`config.mk`:
```
export PLATFORM = sky130hd
export DESIGN_NAME = neg_sched
export DESIGN_NICKNAME = d
export VERILOG_FILES = /design/src/rtl/neg_sched_pkg.sv /design/src/rtl/neg_sched_serial_neg.sv /design/src/rtl/neg_sched.sv
export SDC_FILE = /design/constraint.sdc
export NUM_CORES = 1
export LEC_CHECK = 0
export CAP_MARGIN = 0
export CORE_UTILIZATION = 48
export CTS_CLUSTER_DIAMETER = 60
export DETAILED_ROUTE_END_ITERATION = 6
export PLACE_DENSITY = 0.78
export SYNTH_ARGS = -nofsm -noshare
export SYNTH_HDL_FRONTEND = slang
export SYNTH_SLANG_ARGS = --single-unit
```
`constraint.sdc`:
```
create_clock -name i_clk -period 1.95 [get_ports i_clk]
set_clock_uncertainty 0.1 [all_clocks]
set_input_delay 0.39 -clock i_clk [delete_from_list [all_inputs] [get_ports i_clk]]
set_output_delay 0.39 -clock i_clk [all_outputs]
set_load 0.005 [all_outputs]
```
`src/rtl/neg_sched_pkg.sv`:
```
// Shared definitions for the negation scheduler: FSM state encoding and default width.
package neg_sched_pkg;

  localparam int unsigned DefaultWidth = 4;

  typedef enum logic [1:0] {
    StIdle  = 2'd0,
    StShift = 2'd1,
    StDone  = 2'd2
  } state_e;

endpackage

```
`src/rtl/neg_sched_serial_neg.sv`:
```
// Bit-serial two's-complement negator: LSB-first, one bit per shift cycle.
module neg_sched_serial_neg
  import neg_sched_pkg::*;
#(
  parameter int unsigned W = DefaultWidth
) (
  input  logic         i_clk,
  input  logic         i_reset,
  input  logic         i_load,
  input  logic         i_shift,
  input  logic [W-1:0] i_operand,
  output logic         o_last,
  output logic [W-1:0] o_result,
  output logic         o_ovf
);

  localparam int unsigned CW = (W > 1) ? $clog2(W) : 1;

  logic [W-1:0]  r_op;
  logic [W-1:0]  r_res;
  logic          r_seen;
  logic [CW-1:0] r_cnt;
  logic          w_in_bit;
  logic          w_out_bit;

  assign w_in_bit  = r_op[0];
  assign w_out_bit = w_in_bit ^ r_seen;
  // Result value after the current bit lands; complete when o_last is high.
  assign o_result  = {w_out_bit, r_res[W-1:1]};
  assign o_last    = (r_cnt == CW'(W - 1));
  // At the MSB step: MSB set with no lower one seen means the most negative value.
  assign o_ovf     = w_in_bit & ~r_seen;

  always_ff @(posedge i_clk) begin
    if (i_reset) begin
      r_op   <= '0;
      r_res  <= '0;
      r_seen <= 1'b0;
      r_cnt  <= '0;
    end else if (i_load) begin
      r_op   <= i_operand;
      r_res  <= '0;
      r_seen <= 1'b0;
      r_cnt  <= '0;
    end else if (i_shift) begin
      r_op   <= {1'b0, r_op[W-1:1]};
      r_res  <= o_result;
      r_seen <= r_seen | w_in_bit;
      r_cnt  <= r_cnt + CW'(1);
    end
  end

endmodule

```
`src/rtl/neg_sched.sv`:
```
// Round-robin scheduler sharing one bit-serial negation engine between two requesters.
module neg_sched
  import neg_sched_pkg::*;
#(
  parameter int unsigned W = DefaultWidth
) (
  input  logic         i_clk,
  input  logic         i_reset,
  input  logic         i_req0,
  input  logic [W-1:0] i_a0,
  input  logic         i_req1,
  input  logic [W-1:0] i_a1,
  output logic         o_ack0,
  output logic         o_ack1,
  output logic [W-1:0] o_res,
  output logic         o_ovf,
  output logic         o_busy
);

  state_e       r_state;
  logic         r_ptr;
  logic         r_owner;
  logic         r_ack0;
  logic         r_ack1;
  logic [W-1:0] r_res;
  logic         r_ovf;

  logic         w_any;
  logic         w_pick;
  logic [W-1:0] w_operand;
  logic         w_load;
  logic         w_shift;
  logic         w_last;
  logic [W-1:0] w_result;
  logic         w_ovf;

  assign w_any     = i_req0 | i_req1;
  // Contention goes to whoever was not served last; a lone request always wins.
  assign w_pick    = (i_req0 & i_req1) ? ~r_ptr : i_req1;
  assign w_operand = w_pick ? i_a1 : i_a0;
  assign w_load    = (r_state == StIdle) & w_any;
  assign w_shift   = (r_state == StShift);

  neg_sched_serial_neg #(
    .W(W)
  ) u_engine (
    .i_clk    (i_clk),
    .i_reset  (i_reset),
    .i_load   (w_load),
    .i_shift  (w_shift),
    .i_operand(w_operand),
    .o_last   (w_last),
    .o_result (w_result),
    .o_ovf    (w_ovf)
  );

  always_ff @(posedge i_clk) begin
    if (i_reset) begin
      r_state <= StIdle;
      r_ptr   <= 1'b1;
      r_owner <= 1'b0;
      r_ack0  <= 1'b0;
      r_ack1  <= 1'b0;
      r_res   <= '0;
      r_ovf   <= 1'b0;
    end else begin
      r_ack0 <= 1'b0;
      r_ack1 <= 1'b0;
      unique case (r_state)
        StIdle: begin
          if (w_any) begin
            r_owner <= w_pick;
            r_ptr   <= w_pick;
            r_state <= StShift;
          end
        end
        StShift: begin
          // Outputs are loaded on entry to DONE so they are valid alongside the ack.
          if (w_last) begin
            r_res   <= w_result;
            r_ovf   <= w_ovf;
            r_ack0  <= ~r_owner;
            r_ack1  <= r_owner;
            r_state <= StDone;
          end
        end
        StDone:  r_state <= StIdle;
        default: r_state <= StIdle;
      endcase
    end
  end

  assign o_ack0 = r_ack0;
  assign o_ack1 = r_ack1;
  assign o_res  = r_res;
  assign o_ovf  = r_ovf;
  assign o_busy = (r_state != StIdle);

endmodule

```
-- Yosys cells after proc, flatten, opt, wreduce, memory -nomap -nowiden
Cells that the tools add are included.
- $add $sub $neg: 1
- eq/ne operators: 4
- multiplexer cells: 7
- bitwise gates (word level): 11
- reductions and logical operators: 8
- operator list (operator ; number):
    $mux W4 ; 3
    $reduce_and A2 Y1 ; 3
    $not A1 Y1 ; 5
    $mux W2 ; 2
    $ne A2 B2 Y1 const B ; 2
    $pmux W2 S2 ; 1
    $reduce_bool A2 Y1 ; 2
    $and A1 B1 Y1 ; 3
    $reduce_or A3 Y1 ; 1
    $add A2 B1 Y2 const B ; 1
    $eq A2 B1 Y1 const B ; 1
    $eq A2 B2 Y1 const B ; 1
    $logic_not A2 Y1 ; 1
    $or A1 B1 Y1 ; 2
    $reduce_or A2 Y1 ; 1
    $mux W1 ; 1
    $xor A1 B1 Y1 ; 1
- output and inout bits: 8
- word-level logic and storage cells: 42
- register bits: 22
- bits of input ports: 12

-- Logic depth before layout (Yosys ltp)
Gate-level depths: netlist of run 1.
- depth in word-level cells: 4
- mapped depth: 4
- gate-level depth less buffers: 4

-- By module
From an unflattened synthesis of run 1, not the netlist that was laid out.
- cell total of the unflattened synthesis: 94
- area total of the unflattened synthesis: 963.4 um^2
- modules (own cells, without submodules) (module ; instances ; seq. area each (um^2) ; cells each ; area each (um^2)):
    neg_sched ; 1 ; 220.2 ; 50 ; 505.5
    neg_sched_serial_neg ; 1 ; 200.2 ; 44 ; 457.9

-- Worst setup path before layout of run 1
Ideal clock, no wire load.
- path kind: reg-to-reg
- start: register r_state[1]
- end: register r_ptr
- cell stages (with the launch flop): 4
- slack: 0.594 ns
- arrival: 1.134 ns
- setup time: 0.122 ns
- required time: 1.728 ns
- clock period less this slack: 1.356 ns
- cell sequence: dfxtp_1 buf_6 or3b_1 a221o_1
- longest elaborated chain between the ends: 2
- RTL lines (item ; RTL line ; RTL):
    start: declaration ; neg_sched.sv:20 ; state_e r_state;
    start signal: assignment ; neg_sched.sv:59 ; r_state <= StIdle;
    start signal: assignment ; neg_sched.sv:74 ; r_state <= StShift;
    start signal: assignment ; neg_sched.sv:84 ; r_state <= StDone;
    $logic_not A2 Y1 ; neg_sched.sv:69 ; unique case (r_state)
    $reduce_and A2 Y1 (no line) ; -- ;
    end signal: assignment ; neg_sched.sv:73 ; r_ptr <= w_pick;
    end: declaration ; neg_sched.sv:21 ; logic r_ptr;
No other way between the ends.
A chain may end at the register's enable or synchronous reset.

-- Worst setup path in the final report of run 1
- start: register r_state[0]
- end: output o_busy
- longest elaborated chain between the ends: 1
- RTL lines (item ; RTL line ; RTL):
    $reduce_bool A2 Y1 ; neg_sched.sv:97 ; assign o_busy = (r_state != StIdle);
    end: declaration ; neg_sched.sv:17 ; output logic o_busy
No other way between the ends.

==> reports/metrics.yaml, run 1 <==
yosys:
  syn-cell-area_um2: 908
  yosysTopAreaCell: "dfxtp_1"
  async_flop_share: 0
  postSynthAreaPerCell_um2: 9.77
  synth-seq-area-share: 0.463
  synthMostInstantiatedCell: "dfxtp_1"
  synth_simple_gate_area_frac: 0.219
  synth_seq_cells: 21
  synth_ff_type: "dfxtp_1"
  synth.area.top_cells: "dfxtp_1 46%, mux2i_1 8.8%, ha_1 4.1%"
  netlist_instances: 93
  synth.area.mux_share: 0.0882
  synth_compound_area_frac: 0.142
  synth-xor-area-share: 0.00964
  synth_top_area_share: 0.463
  synth-adder-area-share: 0.0413
  ys_top_cells_by_count: "21 x dfxtp_1, 10 x nor2_1, 8 x mux2i_1"
  synth_top_family_by_area: "simple AND/OR/NAND/NOR gates"
  synth_cell_types: 30
  ys_warn_count: 0
  synth.net_count: 108
  synth_edf_count: 0
timing:
  period_share: 0.947
  fin_crit_ns: 1.85
  finalSetupTns_ns: 0
  setup_viol: 0
  report.final.slew_viol_count: 0
  rsz0062_at_grt: "false"
  finalHoldViolCount: 0
  worst_slew_pin_slew_ns: 0.449
  max_freq_ghz: 0.541
  max-slew-margin-rel: 0.700
critical_path:
  arrival_ns: 1.36
  cp-start-kind: "register"
  critical_path.max_fanout: 9
  crit_type: "reg -> out"
  cp_cell_sequence: "nor2_2 -> inv_1 -> clkdlybuf4s50_1"
  slowest_delay_ns: 0.50
  cpMaxStageDelayCell: "clkdlybuf4s50_1"
  endpoint_kind: "primary output"
  worstPathRequired_ns: 1.46
clock_network:
  cts_max_path_buffers: 2
  clk_pin_slew_ns: 0.12
  post_cts.repair.setup_buffers: 0
  cts_made_buffers: 3
  cts_tree: "built"
  hold_buffers: 0
  cts_root_buffer: "clkbuf_4"
  cts_sinks: 21
  clk_latency_ns: 0.29
  htreeDepth: 1
worst_hold_path:
  hold_path.class: "reg -> reg"
drt:
  vias: 735
  first_pass_iters: 4
  totalWireLength_um: 1800
  wl_per_cell_um: 12.8
  ant_nets: 0
  drtIter0Drc: 23
  routed_via_density: 5.21
  drc: 0
global_routing:
  grt_pass1_wl_um: 2920
  grt.total_usage: 0.198
  grt_pass1_vias: 667
  grt_max_degree: 14
  antenna_found_initial: 0
  gr-total-overflow: 0
place:
  dpl_cell_area_mm2: 0.00113
  port_buffers: 19
  gp_congestion: 0.733
  hpwl_um: 1320
power:
  p_leak_nw: 0.440
  ir_worst_vdd_uv: 443
  power_density_mw_per_mm2: 657
finish:
  layout-drive-gt1-share: 0.147
  area_growth_pct: 28.0
  num_antenna_cells: 0
  layout.nets: 132
  final_cell_area_mm2: 0.00116
die:
  dieHeight_um: 45.5
  coreArea_mm2: 0.00175
  dieArea_mm2: 0.00207
  floorplan.initialDensity: 0.520
  die_w_um: 45.5
  rows: 15
  ios: 20
run_status:
  status: "finished, final reports clean"
flow_run:
  maxCapViolCount: 0
-- registers in the layout, indices dropped and copies added (netlist names) --
register,cells
u_engine.r_res,3
u_engine.r_op,4
u_engine.r_seen,1
o_ack0,1
u_engine.r_cnt,2
o_ovf,1
o_res,4
r_state,2
r_ptr,1
r_owner,1
o_ack1,1
-- layer usage --
layer / wire, µm / part of all wire / vias up / GRT usage
met5: 0 / 0 / - / 0
met4: 13 / 0.0072 / 0 / 0.0848
met3: 76 / 0.042 / 2 / 0.0397
met2: 863 / 0.48 / 23 / 0.314
met1: 851 / 0.47 / 335 / 0.259
li1: - / - / 375 / -
-- critical path: cells and delay by family (launching register included) --
family,cells,cell delay (ns)
simple gates,1,0.06
flops,1,0.41
buf+inv,2,0.59
-- cells by family after synthesis --
family | after synthesis
buffers and inverters | 6
DFF | 21
adders and majority gates | 3
xor gates and xnor gates | 1
AOI/OAI and AO/OA | 19
and+or+nand+nor | 35
muxes | 8
-- where the power goes --
group / internal [mW] / switching (mW) / leakage [nW] / total (mW)
Combinational: 0.0553 / 0.0433 / 0.254 / 0.0986
Sequential: 0.444 / 0.0135 / 0.171 / 0.457
Clock: 0.0795 / 0.128 / 0.0150 / 0.207
Total: 0.578 / 0.185 / 0.440 / 0.763
-- layout by cell type, fill, tap and decap left out, types with 4 or more instances in the layout --
master	count
dfxtp_1	20
clkdlybuf4s50_1	19
nor2_1	9
mux2i_1	8
nand3_1	5
nand2_1	5
a21oi_1	5
a211oi_1	4
-- through the flow --
| stage | worst slack [ns] | hold WS (ns) | power (mW) | util | instances |
|---|---|---|---|---|---|
| after floorplan | 0.594 | 0.317 | 0.521 | - | 93 |
| after global placement | 0.0977 | 0.344 | 0.560 | 0.647 | 137 |
| after detailed placement | 0.0663 | 0.345 | 0.564 | 0.647 | 137 |
| after CTS | 0.0480 | 0.364 | 0.771 | 0.663 | 141 |
| after global routing | 0.0172 | 0.400 | 0.800 | 0.666 | 141 |
| final | 0.103 | 0.365 | 0.763 | 0.666 | 141 |
-- worst paths after layout --
kind,from,slack (ns),to,depth (start not counted)
worst min-delay path,o_ovf,0.36,o_ovf,2
worst max register to register,r_state[1],0.49,r_ptr,3
worst min register to register,o_ovf,0.36,o_ovf,2
worst max-delay path,r_state[0],0.10,o_busy,3
-- final cells by class --
class	count	area, µm²
fill	153	583
multi-input combinational	66	457
sequential	21	424
timing repair buffer	22	213
tap	25	31.3
clock buffer	4	26.3
inverter	3	11.3
-- repair_timing --
item                       in CTS  in global routing
resized for setup               1                  2
setup endpoints to repair       1                  1
cloned                          0                  0
hold endpoints to repair        0                  0
(Power assumes the default switching activity.)
==> run 2, diff against run 1 <==
- CORE_UTILIZATION: 48 -> 42
- HOLD_SLACK_MARGIN: not set -> 0.03
- PLACE_DENSITY: 0.78 -> 0.7
- REMOVE_ABC_BUFFERS: not set -> 1
==> run 2 against run 1 <==
Critical path depth stayed put. Routed wire length is 4.4% lower. Total power is 0.16% higher. Largest cell class unchanged. Clock power about the same. First-iteration DRC count is 39% lower. Maximum frequency fell by 1.8%.
==> reports/metrics.yaml, run 2 (synthesis results as in run 1) <==
timing:
  rsz0062_at_grt: "false"
  fin_crit_ns: 1.88  # +0.0340 ns
  finalSetupTns_ns: 0  # unchanged
  period_share: 0.965  # +0.0174
  max-slew-margin-rel: 0.746  # +0.0464
  worst_slew_pin_slew_ns: 0.378  # -0.0708 ns
  max_freq_ghz: 0.532  # -1.8%
  report.final.slew_viol_count: 0  # unchanged
  setup_viol: 0  # unchanged
  finalHoldViolCount: 0  # unchanged
run_status:
  status: "finished, final reports clean"
drt:
  drtIter0Drc: 14  # -39%
  wl_per_cell_um: 12.0  # -6.4%
  routed_via_density: 4.98  # -4.5%
  totalWireLength_um: 1730  # -4.4%
  first_pass_iters: 4  # unchanged
  drc: 0  # unchanged
  ant_nets: 0  # unchanged
  vias: 717  # -2.4%
place:
  hpwl_um: 1290  # -2.9%
  port_buffers: 19  # unchanged
  dpl_cell_area_mm2: 0.00114  # +0.89%
  gp_congestion: 0.714  # -2.7%
die:
  dieArea_mm2: 0.00235  # +14%
  dieHeight_um: 48.5  # +6.6%
  rows: 16  # +1
  die_w_um: 48.5  # +6.6%
  floorplan.initialDensity: 0.454  # -0.0667
  ios: 20  # unchanged
  coreArea_mm2: 0.00200  # +15%
critical_path:
  crit_type: "reg -> out"
  cp-startpoint: "r_state[0]"
  endpoint_kind: "primary output"
  critical_path.max_fanout: 9  # unchanged
  worstPathRequired_ns: 1.46  # about the same
  cp-start-kind: "register"
  r2r_start: "r_state[1]"
  arrival_ns: 1.39  # +0.03 ns
finish:
  layout.nets: 133  # +0.76%
  area_growth_pct: 28.8
  final_common_cell: "dfxtp_1"
  final_cell_area_mm2: 0.00117  # +0.65%
  layout-drive-gt1-share: 0.154  # +0.00729
  num_antenna_cells: 0  # unchanged
  mostFrequentLayoutCells: "20 x dfxtp_1, 19 x clkdlybuf4s50_1, 9 x nor2_1"
  fin_util: 0.584  # -0.0816
global_routing:
  grt_pass1_wl_um: 2990  # +2.4%
  gr-total-overflow: 0  # unchanged
  grt_max_degree: 13  # -1
  grt_pass1_vias: 685  # +2.7%
  antenna_found_initial: 0  # unchanged
  grt.total_usage: 0.166  # -0.0323
clock_network:
  cts_root_buffer: "clkbuf_4"
  cts_tree: "built"
  clk_pin_slew_ns: 0.11  # about the same
  post_cts.repair.setup_buffers: 0  # unchanged
  htreeDepth: 1  # unchanged
  cts_sinks: 21  # unchanged
  cts_max_path_buffers: 2  # unchanged
  cts_made_buffers: 3  # unchanged
  clk_latency_ns: 0.30  # about the same
worst_hold_path:
  hp-start: "r_owner"
  hold_path.class: "reg -> reg"
power:
  p_leak_nw: 0.444  # +0.95%
  power_density_mw_per_mm2: 653  # -0.48%
  ir_worst_vdd_uv: 385  # -13%
flow_run:
  maxCapViolCount: 0  # unchanged
run 2: changes by cell type in the layout (fill, tap and decap cells not counted):
cell and delta:
buf_4 +1, dfxtp_2 +1, dfxtp_4 -1
run 2: worst max-delay path, stage by stage, from the launching register on:
cell,delay (ns)
dfxtp_2,0.43
nor2_2,0.07
inv_1,0.09
clkdlybuf4s50_1,0.51
run 2: path summary, 6_finish.rpt:
kind | endpoint | slack [ns] | cells past startpoint
setup / recovery | o_busy | 0.07 | 3
hold / removal | o_ack0 | 0.36 | 1
setup reg to reg | r_ptr | 0.50 | 3
hold reg to reg | o_ack0 | 0.36 | 1
run 2: area by class of cell:
type	instances	area [µm²]
Timing Repair Buffer	23	220
Clock buffer	4	26.3
Inverter	3	11.3
Fill cell	194	832
Tap cell	27	33.8
Multi-Input combinational cell	66	457
Sequential cell	21	422
run 2: repair_timing:
| item | in CTS | in global routing |
|---|---|---|
| hold buffers | 0 | 0 |
| resized for setup | 1 | 1 |
| setup endpoints to repair | 1 | 1 |
run 2: metal layers:
layer,wire (µm),track usage,part of all wire,vias up
li1,-,-,-,379
met1,867,0.224,0.50,325
met2,798,0.256,0.46,11
met3,40,0.0220,0.023,2
met4,19,0.0882,0.011,0
met5,0,0,0,-
run 2: metrics by stage:
| step | cells | total power [mW] | hold slack, ns | worst slack (ns) |
|---|---|---|---|---|
| floorplan | 90 | 0.516 | 0.313 | 0.661 |
| global placement | 140 | 0.562 | 0.345 | 0.0977 |
| detailed placement | 140 | 0.566 | 0.347 | 0.0546 |
| CTS | 144 | 0.774 | 0.365 | 0.0215 |
| global route | 144 | 0.799 | 0.395 | 0.00361 |
| finish | 144 | 0.764 | 0.364 | 0.0690 |
run 2: power breakdown:
part	switching (mW)	internal [mW]	leakage (nW)
logic	0.0427	0.0570	0.258
registers	0.0128	0.444	0.171
clock network	0.128	0.0796	0.0150
total	0.184	0.581	0.444
==> run 3, diff against run 2 <==
- RECOVER_POWER: not set -> 100
==> run 3 against run 2 <==
Register-to-register slack worse by 0.08 ns. Total power about the same. Critical path type unchanged. Die area did not move. Clock power is essentially flat. Critical path depth unchanged. Maximum frequency increased by 0.46%. Combinational power is 1% lower. Clock-buffer cell count stayed put. Sequential power about the same. Utilization shrank 0.44 points. Flip-flop and latch count unchanged. Sequential share of layout area grew 0.27 points.
==> reports/metrics.yaml, run 3 (synthesis results as in run 1) <==
critical_path:
  crit_type: "reg -> out"
  r2r_end: "u_engine.r_res[3]"
  cp-startpoint: "r_state[0]"
  endpoint_kind: "primary output"
  critical_path.max_fanout: 9  # unchanged
  r2r_cells: 4  # +1
  cp-start-kind: "register"
  worstPathRequired_ns: 1.46  # about the same
  r2r_start: "r_state[1]"
  endpoint: "o_busy"
  r2r_setup_slack_ns: 0.42  # -0.08 ns
  arrival_ns: 1.38  # about the same
clock_network:
  cts_made_buffers: 3  # unchanged
  post_cts.repair.setup_buffers: 0  # unchanged
  htreeDepth: 1  # unchanged
  cts_max_path_buffers: 2  # unchanged
  cts_root_buffer: "clkbuf_4"
  hold_buffers: 0  # unchanged
  clk_pin_slew_ns: 0.11  # about the same
  clk_latency_ns: 0.30  # about the same
  cts_sinks: 21  # unchanged
  cts_tree: "built"
global_routing:
  grt_pass1_vias: 685  # unchanged
  grt_max_degree: 13  # unchanged
  gr-total-overflow: 0  # unchanged
  grt.total_usage: 0.166  # unchanged
  grt_pass1_wl_um: 2990  # unchanged
  antenna_found_initial: 0  # unchanged
timing:
  max_freq_ghz: 0.534  # +0.46%
  finalHoldViolCount: 0  # unchanged
  period_share: 0.960  # -0.00440
  finalSetupTns_ns: 0  # unchanged
  whs_ns: 0.361  # -0.00254 ns
  report.final.slew_viol_count: 0  # unchanged
  setup_viol: 0  # unchanged
  worst_slew_pin_slew_ns: 0.630  # +0.252 ns
  rsz0062_at_grt: "false"
  max-slew-margin-rel: 0.579  # -0.167
  fin_crit_ns: 1.87  # -0.00858 ns
die:
  ios: 20  # unchanged
  die_w_um: 48.5  # unchanged
  floorplan.initialDensity: 0.454  # unchanged
  dieHeight_um: 48.5  # unchanged
  rows: 16  # unchanged
  dieArea_mm2: 0.00235  # unchanged
  coreArea_mm2: 0.00200  # unchanged
drt:
  first_pass_iters: 2  # -2
  wl_per_cell_um: 11.9  # -0.64%
  drc: 0  # unchanged
  ant_nets: 0  # unchanged
  drtIter0Drc: 14  # unchanged
  vias: 713  # -0.56%
  totalWireLength_um: 1710  # -0.64%
  routed_via_density: 4.95  # -0.56%
worst_hold_path:
  hold_path.class: "reg -> reg"
finish:
  seq_area_um2: 422  # unchanged
  final_cell_area_mm2: 0.00116  # -0.75%
  fin_util: 0.580  # -0.00438
  final_common_cell: "dfxtp_1"
  area_growth_pct: 27.8
  multi_input_comb_area_um2: 452  # -1.1%
  layout-drive-gt1-share: 0.128  # -0.0256
  mostFrequentLayoutCells: "20 x dfxtp_1, 11 x clkdlybuf4s50_1, 9 x nor2_1"
  layout.nets: 133  # unchanged
  nFillCells: 198  # +2.1%
  num_antenna_cells: 0  # unchanged
place:
  hpwl_um: 1290  # unchanged
  gp_congestion: 0.714  # unchanged
  port_buffers: 19  # unchanged
  dpl_cell_area_mm2: 0.00114  # unchanged
power:
  ir_worst_vdd_uv: 385  # about the same
  p_leak_nw: 0.464  # +4.5%
  power_density_mw_per_mm2: 658  # +0.66%
run_status:
  status: "finished, final reports clean"
flow_run:
  maxCapViolCount: 0  # unchanged
==> run 3: cell types whose count changed in the layout (fill, tap and decap cells not counted), sizes merged <==
cell,delta
clkdlybuf4s50,-8
clkbuf,+1
dlygate4sd3,+8
buf,-1
==> run 3: where the power goes <==
group / switching (mW) / total, mW / internal (mW)
clock network: 0.129 / 0.209 / 0.0796
logic: 0.0425 / 0.0983 / 0.0557
registers: 0.0124 / 0.456 / 0.444
total: 0.184 / 0.764 / 0.579
==> run 3: worst max-delay path, cell delays in order, from the launching register on <==
cell and delay (ns):
dfxtp_2 0.42, nor2_2 0.07, inv_1 0.09, clkdlybuf4s50_1 0.51
==> run 3: per-layer routing <==
layer	wire, µm	part of all wire	GRT usage
met5	0	0	0
met4	19	0.011	0.0882
met3	41	0.024	0.0220
met2	789	0.46	0.256
met1	864	0.50	0.224
==> run 3: layout make-up <==
cell class / count / area share
clock buffers: 4 / 0.0226
inverters: 3 / 0.00970
multi-input cells: 66 / 0.389
flip-flops and latches: 21 / 0.363
well taps: 27 / 0.0291
repair buffers: 23 / 0.186
==> run 3: worst min path at each step <==
stage	start	to	slack, ns	cells after the start
after floorplan	r_owner	o_ack0	0.31	1
after global placement	o_res[3]	o_res[3]	0.34	2
after detailed placement	r_owner	o_ack0	0.35	1
after CTS	o_res[3]	o_res[3]	0.37	2
after global routing	o_res[2]	o_res[2]	0.39	2
final	o_res[0]	o_res[0]	0.36	2
==> run 3: per-stage QoR <==
| step | power [mW] | setup WS (ns) | std cells |
|---|---|---|---|
| CTS | 0.774 | 0.0215 | 144 |
| detailed placement | 0.566 | 0.0546 | 140 |
| floorplan | 0.516 | 0.661 | 90 |
| global route | 0.797 | 0.00354 | 144 |
| global placement | 0.562 | 0.0977 | 140 |
| finish | 0.764 | 0.0776 | 144 |
==> run 3: timing repair <==
item                       4_1_cts  5_1_grt
setup endpoints to repair        1        1
cloned                           0        0
pin swaps                        0        0
gates resized for setup          1        1
hold endpoints to repair         0        0
